==> config.mk <==
export PLATFORM = sky130hd
export DESIGN_NAME = sys_array_result_streamer_flat
export DESIGN_NICKNAME = d
export VERILOG_FILES = /design/src/rtl/sys_array_result_streamer_pkg.sv /design/src/rtl/sys_array_result_streamer_if.sv /design/src/rtl/sys_array_index_walker.sv /design/src/rtl/sys_array_result_streamer.sv /design/src/flat_wrapper.sv
export SDC_FILE = /design/constraint.sdc
export NUM_CORES = 1
export LEC_CHECK = 0
export BUFFER_PORTS_ARGS = -buffer_cell sky130_fd_sc_hd__buf_2
export CORE_MARGIN = 2
export CORE_UTILIZATION = 59
export DETAILED_ROUTE_END_ITERATION = 7
export GPL_ROUTABILITY_DRIVEN = 0
export PLACE_DENSITY_LB_ADDON = 0.2
export SYNTH_ARGS = -nofsm -noshare
export SYNTH_HDL_FRONTEND = slang
export SYNTH_SLANG_ARGS = --single-unit
==> constraint.sdc <==
create_clock -name clk -period 3.8 [get_ports clk]
set_input_delay 1.14 -clock clk [delete_from_list [all_inputs] [get_ports clk]]
set_output_delay 1.14 -clock clk [all_outputs]
set_load 0.01 [all_outputs]
==> src/rtl/sys_array_result_streamer_pkg.sv <==
// Shared types for the result streamer: run modes, FSM states and element type.
package sys_array_pkg;

  typedef enum logic [1:0] {
    M_STREAM  = 2'd0,
    M_LOOP    = 2'd1,
    M_STEP    = 2'd2,
    M_ONESHOT = 2'd3
  } stream_mode_t;

  typedef enum logic [2:0] {
    S_IDLE,
    S_STREAM,
    S_HOLD,
    S_STEPWAIT,
    S_DONE
  } rs_state_t;

  localparam int RS_DATA_WIDTH = 8;
  typedef logic [2*RS_DATA_WIDTH-1:0] result_t;

  // Index/counter width that stays legal for a dimension of 1.
  function automatic int idx_w(int n);
    return (n > 1) ? $clog2(n) : 1;
  endfunction

endpackage

==> src/rtl/sys_array_result_streamer_if.sv <==
// Capture inputs and element readout of the streamer; master = streamer, slave = fetcher/display side.
interface sys_array_result_streamer_if
  import sys_array_pkg::*;
#(
  parameter int DATA_WIDTH = 8,
  parameter int ROWS       = 5,
  parameter int COLS       = 5
);
  localparam int RW = idx_w(ROWS);
  localparam int CW = idx_w(COLS);

  logic                                          result_valid;
  logic [0:ROWS-1][0:COLS-1][2*DATA_WIDTH-1:0]   result_data;
  logic [1:0]                                    mode;
  logic                                          col_major;
  logic                                          step;
  logic                                          out_ready;
  logic                                          out_valid;
  logic [2*DATA_WIDTH-1:0]                       out_data;
  logic [RW-1:0]                                 out_row;
  logic [CW-1:0]                                 out_col;
  logic                                          out_last;
  logic                                          busy;
  logic                                          done;
  logic                                          overrun;

  modport master (
    input  result_valid, result_data, mode, col_major, step, out_ready,
    output out_valid, out_data, out_row, out_col, out_last, busy, done, overrun
  );

  modport slave (
    output result_valid, result_data, mode, col_major, step, out_ready,
    input  out_valid, out_data, out_row, out_col, out_last, busy, done, overrun
  );
endinterface

==> src/rtl/sys_array_index_walker.sv <==
// Row/column walker over a ROWS x COLS matrix; wraps to (0,0) after the last element.
module sys_array_index_walker
  import sys_array_pkg::*;
#(
  parameter int  ROWS = 5,
  parameter int  COLS = 5,
  localparam int RW   = idx_w(ROWS),
  localparam int CW   = idx_w(COLS)
) (
  input  logic          clk,
  input  logic          reset_n,
  input  logic          col_major_i,
  input  logic          clear_i,
  input  logic          advance_i,
  output logic [RW-1:0] row_o,
  output logic [CW-1:0] col_o,
  output logic          last_o
);
  logic [RW-1:0] row_q, row_d;
  logic [CW-1:0] col_q, col_d;
  logic          last_q;

  wire row_end = (row_q == RW'(ROWS-1));
  wire col_end = (col_q == CW'(COLS-1));

  always_comb begin
    row_d = row_q;
    col_d = col_q;
    if (clear_i) begin
      row_d = '0;
      col_d = '0;
    end else if (advance_i) begin
      if (!col_major_i) begin
        col_d = col_end ? '0 : col_q + CW'(1);
        if (col_end) row_d = row_end ? '0 : row_q + RW'(1);
      end else begin
        row_d = row_end ? '0 : row_q + RW'(1);
        if (row_end) col_d = col_end ? '0 : col_q + CW'(1);
      end
    end
  end

  // last is registered from the next index so it lines up with row/col.
  always_ff @(posedge clk or negedge reset_n) begin
    if (!reset_n) begin
      row_q  <= '0;
      col_q  <= '0;
      last_q <= 1'b0;
    end else begin
      row_q  <= row_d;
      col_q  <= col_d;
      last_q <= (row_d == RW'(ROWS-1)) && (col_d == CW'(COLS-1));
    end
  end

  assign row_o  = row_q;
  assign col_o  = col_q;
  assign last_o = last_q;
endmodule

==> src/rtl/sys_array_result_streamer.sv <==
// Snapshots the result matrix on a result_valid rise and presents it element by element.
module sys_array_result_streamer
  import sys_array_pkg::*;
#(
  parameter int DATA_WIDTH  = 8,
  parameter int ROWS        = 5,
  parameter int COLS        = 5,
  parameter int HOLD_CYCLES = 25_000_000
) (
  input  logic                         clk,
  input  logic                         reset_n,
  sys_array_result_streamer_if.master  bus
);
  localparam int W  = 2*DATA_WIDTH;
  localparam int RW = idx_w(ROWS);
  localparam int CW = idx_w(COLS);
  localparam int HW = idx_w(HOLD_CYCLES);

  rs_state_t                        st_q;
  stream_mode_t                     mode_q;
  logic                             cm_q, rv_q, vld_q, busy_q, done_q, ovr_q;
  logic [HW-1:0]                    dwell_q;
  logic [0:ROWS-1][0:COLS-1][W-1:0] buf_q;
  logic [RW-1:0]                    row;
  logic [CW-1:0]                    col;
  logic                             last, cap, accept, adv, dwell_end;

  assign cap       = bus.result_valid & ~rv_q;
  assign dwell_end = (dwell_q == HW'(HOLD_CYCLES-1));

  // A capture only interrupts a pass that never ends on its own (LOOP, STEP).
  always_comb begin
    accept = 1'b0;
    adv    = 1'b0;
    case (st_q)
      S_IDLE, S_DONE, S_STEPWAIT: accept = cap;
      S_HOLD:                     accept = cap & (mode_q == M_LOOP);
      default: ;
    endcase
    if (!accept) begin
      case (st_q)
        S_STREAM:   adv = bus.out_ready;
        S_HOLD:     adv = dwell_end;
        S_STEPWAIT: adv = bus.step;
        default: ;
      endcase
    end
  end

  always_ff @(posedge clk or negedge reset_n) begin
    if (!reset_n) begin
      st_q    <= S_IDLE;
      mode_q  <= M_STREAM;
      cm_q    <= 1'b0;
      rv_q    <= 1'b0;
      vld_q   <= 1'b0;
      busy_q  <= 1'b0;
      done_q  <= 1'b0;
      ovr_q   <= 1'b0;
      dwell_q <= '0;
      buf_q   <= '0;
    end else begin
      rv_q <= bus.result_valid;
      if (cap && !accept) ovr_q <= 1'b1;
      if (accept) begin
        buf_q   <= bus.result_data;
        mode_q  <= stream_mode_t'(bus.mode);
        cm_q    <= bus.col_major;
        dwell_q <= '0;
        vld_q   <= 1'b1;
        busy_q  <= 1'b1;
        done_q  <= 1'b0;
        case (stream_mode_t'(bus.mode))
          M_STREAM: st_q <= S_STREAM;
          M_STEP:   st_q <= S_STEPWAIT;
          default:  st_q <= S_HOLD;
        endcase
      end else begin
        if (st_q == S_HOLD) dwell_q <= dwell_end ? '0 : dwell_q + HW'(1);
        if (adv && last &&
            (st_q == S_STREAM || (st_q == S_HOLD && mode_q == M_ONESHOT))) begin
          st_q   <= S_DONE;
          vld_q  <= 1'b0;
          busy_q <= 1'b0;
          done_q <= 1'b1;
        end
      end
    end
  end

  sys_array_index_walker #(.ROWS(ROWS), .COLS(COLS)) u_walker (
    .clk        (clk),
    .reset_n    (reset_n),
    .col_major_i(cm_q),
    .clear_i    (accept),
    .advance_i  (adv),
    .row_o      (row),
    .col_o      (col),
    .last_o     (last)
  );

  assign bus.out_valid = vld_q;
  assign bus.out_data  = buf_q[row][col];
  assign bus.out_row   = row;
  assign bus.out_col   = col;
  assign bus.out_last  = last & vld_q;
  assign bus.busy      = busy_q;
  assign bus.done      = done_q;
  assign bus.overrun   = ovr_q;
endmodule
==> src/flat_wrapper.sv <==
// flat-port wrapper written by rule: the top's interface ports become plain ports
module sys_array_result_streamer_flat import sys_array_pkg::*;
#(
  parameter int DATA_WIDTH  = 8,
  parameter int ROWS        = 5,
  parameter int COLS        = 5,
  parameter int HOLD_CYCLES = 25_000_000
)
  (clk, reset_n, bus_result_valid, bus_result_data, bus_mode, bus_col_major, bus_step, bus_out_ready, bus_out_valid, bus_out_data, bus_out_row, bus_out_col, bus_out_last, bus_busy, bus_done, bus_overrun);
  sys_array_result_streamer_if #(.DATA_WIDTH(DATA_WIDTH), .ROWS(ROWS), .COLS(COLS)) bus_i ();
  input  logic clk;
  input  logic reset_n;
  input wire logic [$bits(bus_i.result_valid)-1:0] bus_result_valid;
  input wire logic [$bits(bus_i.result_data)-1:0] bus_result_data;
  input wire logic [$bits(bus_i.mode)-1:0] bus_mode;
  input wire logic [$bits(bus_i.col_major)-1:0] bus_col_major;
  input wire logic [$bits(bus_i.step)-1:0] bus_step;
  input wire logic [$bits(bus_i.out_ready)-1:0] bus_out_ready;
  output wire logic [$bits(bus_i.out_valid)-1:0] bus_out_valid;
  output wire logic [$bits(bus_i.out_data)-1:0] bus_out_data;
  output wire logic [$bits(bus_i.out_row)-1:0] bus_out_row;
  output wire logic [$bits(bus_i.out_col)-1:0] bus_out_col;
  output wire logic [$bits(bus_i.out_last)-1:0] bus_out_last;
  output wire logic [$bits(bus_i.busy)-1:0] bus_busy;
  output wire logic [$bits(bus_i.done)-1:0] bus_done;
  output wire logic [$bits(bus_i.overrun)-1:0] bus_overrun;
  assign bus_i.result_valid = bus_result_valid;
  assign bus_i.result_data = bus_result_data;
  assign bus_i.mode = bus_mode;
  assign bus_i.col_major = bus_col_major;
  assign bus_i.step = bus_step;
  assign bus_i.out_ready = bus_out_ready;
  assign bus_out_valid = bus_i.out_valid;
  assign bus_out_data = bus_i.out_data;
  assign bus_out_row = bus_i.out_row;
  assign bus_out_col = bus_i.out_col;
  assign bus_out_last = bus_i.out_last;
  assign bus_busy = bus_i.busy;
  assign bus_done = bus_i.done;
  assign bus_overrun = bus_i.overrun;
  sys_array_result_streamer #(.DATA_WIDTH(DATA_WIDTH), .ROWS(ROWS), .COLS(COLS), .HOLD_CYCLES(HOLD_CYCLES)) u_core (.clk(clk), .reset_n(reset_n), .bus(bus_i));
endmodule
==> flow_summary.ini <==
[outcome]
run_status = finished, violations left
failing_checks = negative setup slack

[critical_path]
slowest_cell_on_the_critical_path = sky130_fd_sc_hd__mux4_2
timing.critical_path.fanout_max = 11
critPathCaptureType = output port
r2r-end = u_core.dwell_q[16]
worst_endpoint_data_arrival_time_ns = 2.69
worstPathRequired_ns = 2.66
rr_worst_depth = 6
reg2reg_slack_ns = 1.06
crit_path_cell_trace = buf_4 > buf_16 > mux4_2 > mux2i_1 > o221ai_2 > buf_2
worstSetupStartpointType = register
critPathMaxStageDelay_ns = 0.53
crit-reg2reg-launch = u_core.dwell_q[0]
worstSetupPathType = register to output port

[min_path]
timing.hold.worst_path_depth = 1
min_to = u_core.bus.overrun
min_path_type = register to register
worstHoldStart = u_core.bus.overrun

[timing]
finClkSkew_ns = 0.0239
final.min_clock_period_ns = 3.83
max-slew-margin-rel_pct = 26.6
tightestPinTransition_ns = 1.10
setup-violations-final = 1
grt_setup_unrepaired = yes
final.setup.worst_slack_ns = -0.0313
final_min_period_over_clock_period_pct = 101
slew_violations = 0
fmax_mhz = 261
timing.final.hold_violations = 0

[cells_and_area]
sequential_cell_area_um2 = 11000
multi_input_comb_area_um2 = 9020
layout.cells.non_filler = 3092
n_antenna_cell = 0
area_growth_pct = 23.5
layout.core_utilization_pct = 73.5
finalNetCount = 3014
drive_above_1_share_pct = 27.1
final.fill_count = 2435

[synthesis]
synth_enable_flop_cells = 0
postSynthNetCount = 2615
netlist_area_um2 = 20400
yosysWarningCount = 0
gate_count_post_synth = 2202
number_of_distinct_library_cells_after_synthesis = 54
post_synth_main_area_contributors = sky130_fd_sc_hd__dfrtp_1 (54%), sky130_fd_sc_hd__nand2_1 (23%), sky130_fd_sc_hd__mux4_2 (11%)
synth-async-reset-ratio_pct = 100
synth_top_cell_by_area = sky130_fd_sc_hd__dfrtp_1
post_synth_top_cells = sky130_fd_sc_hd__nand2_1 (1,249), sky130_fd_sc_hd__dfrtp_1 (441), sky130_fd_sc_hd__mux4_2 (96), sky130_fd_sc_hd__clkbuf_1 (63), sky130_fd_sc_hd__buf_2 (59)
syn_area_per_cell_um2 = 9.26
yosys_register_bits = 441
most_common_flop_cell_mapped_by_yosys = sky130_fd_sc_hd__dfrtp_1
post-synth-top-count-cell = sky130_fd_sc_hd__nand2_1
synth.yosys.seq_area_share_pct = 54.1
synth_top_area_share_pct = 54.1

[floorplanning]
pin_count = 435
die_area_um2 = 36100
die-width_um = 190
die_y_um = 190
core_area_um2 = 34300
floorplan.initialDensity_pct = 59.5
row_count = 68

[pwr]
p_per_area_nw_per_um2 = 838
design_power_total_mw = 21.1
leakage_nw = 13.2
worst_ir_drop_vdd_v = 0.000536

[global_routing]
initial_antenna_violation_count = 2
globalRouteOverflowTotal = 0
grt_usage_pct = 37.1
grt_max_degree = 163
grt_pass1_wl_mm = 101
vias_in_the_first_global_route = 17600

[drt]
route.vias.total = 18000
vias_per_cell = 5.82
drt_first_pass_iters = 6
antenna_left = 0
route.detailed.drc = 0
postRouteWirelength_mm = 66.4
dr.first_iter.drc_count = 2004
routed_wire_length_per_instance_um = 21.5

[place]
placed_cells_incl_taps = 2996
place.port_buffers = 434
place_hpwl_mm = 47.6

[clock_network]
clock-root-buffer = sky130_fd_sc_hd__clkbuf_16
clock_tree.htree_level_count = 2
clockBufferDepth = 3
worst_skew_pair.late_latency_ns = 0.56
worst_setup_hold_path_clk_slew_ns = 0.06
cts_hold_buf = 0
cts_buffers = 45
tritoncts = yes
clock_sink_count = 441

[job]
timing.max_cap.violations = 0
registers in the layout (all words and copies together), names as in the netlist:
register	flops
u_core.bus.out_valid	1
u_core.rv_q	1
u_core.buf_q	400
u_core.bus.overrun	1
u_core.u_walker.row_o	3
u_core.mode_q	2
u_core.u_walker.col_o	3
u_core.u_walker.last_o	1
u_core.cm_q	1
u_core.st_q	3
u_core.dwell_q	25
area by class of cell:
class                           instances  area share (%)
Inverter                               22           0.328
Timing Repair Buffer                  485            11.7
Clock buffer                           69            5.43
Multi-Input combinational cell       1606            35.8
Sequential cell                       441            43.8
Clock inverter                         14           0.611
Tap cell                              455            2.26
cells by family (layout without fill, tap and decap cells):
kind of cell    after synthesis  after routing  synth area share, %
compound gates              103            103                 3.31
fa+ha+maj                     5              5                0.307
buf+inv                     155            590                 3.25
xor+xnor                     13             13                0.558
flops                       441            441                 54.1
simple gates               1352           1352                 26.0
mux                         133            133                 12.4
worst max path at each step:
| stage | depth (start not counted) | end | slack (ns) | start |
|---|---|---|---|---|
| 3_3_place_gp | 5 | bus_out_data[8] | 0.34 | u_core.u_walker.row_o[0] |
| 4_1_cts | 8 | bus_out_data[13] | -0.05 | u_core.u_walker.row_o[0] |
| 6_report | 6 | bus_out_data[10] | -0.03 | u_core.u_walker.row_o[0] |
| 5_1_grt | 8 | bus_out_data[10] | -0.07 | u_core.u_walker.row_o[0] |
| 2_1_floorplan | 8 | bus_out_data[10] | 0.72 | u_core.u_walker.row_o[0] |
| 3_5_place_dp | 5 | bus_out_data[8] | 0.31 | u_core.u_walker.row_o[0] |
power by group:
part / internal (mW) / switching (mW) / total, mW
combinational: 3.50 / 4.61 / 8.11
clock: 2.69 / 1.86 / 4.54
sequential: 6.77 / 1.69 / 8.47
cell usage in the layout (no fill, tap or decap), drive strengths merged, types with 18 or more instances in the layout:
master / instances
nor2b: 20
a21oi: 31
mux4: 96
inv: 23
nor2: 32
mux2i: 36
o21ai: 18
clkbuf: 71
dfrtp: 441
buf: 483
nand2: 1250
per-layer routing:
layer | track usage, % | part of all wire [%]
met1 | 54.2 | 40
met4 | 16.5 | 5.1
met3 | 8.19 | 12
met2 | 54.2 | 44
met5 | 0 | 0.051
worst max-delay path, delay by kind of cell, from the launching register on:
kind | cells | cell delay (ns)
compound gates | 1 | 0.21
buf+inv | 3 | 0.59
flops | 1 | 0.48
mux | 2 | 0.85
repair_timing:
action,CTS,global route
pin swaps,0,13
buffers inserted,8,2
gates resized for setup,21,43
endpoints found under the setup margin,16,16
cloned,2,2
hold endpoints to repair,0,0
metrics by stage:
step	cell area, um^2	hold WS, ns	worst slack [ns]	TNS, ns
after floorplan	20400	0.440	0.724	0
after global placement	23100	0.434	0.337	0
after detailed placement	23100	0.439	0.309	0
after CTS	24900	0.453	-0.0494	-0.302
after global routing	25200	0.461	-0.0695	-0.545
final	25200	0.448	-0.0313	-0.0313
(Power assumes the default switching activity.)
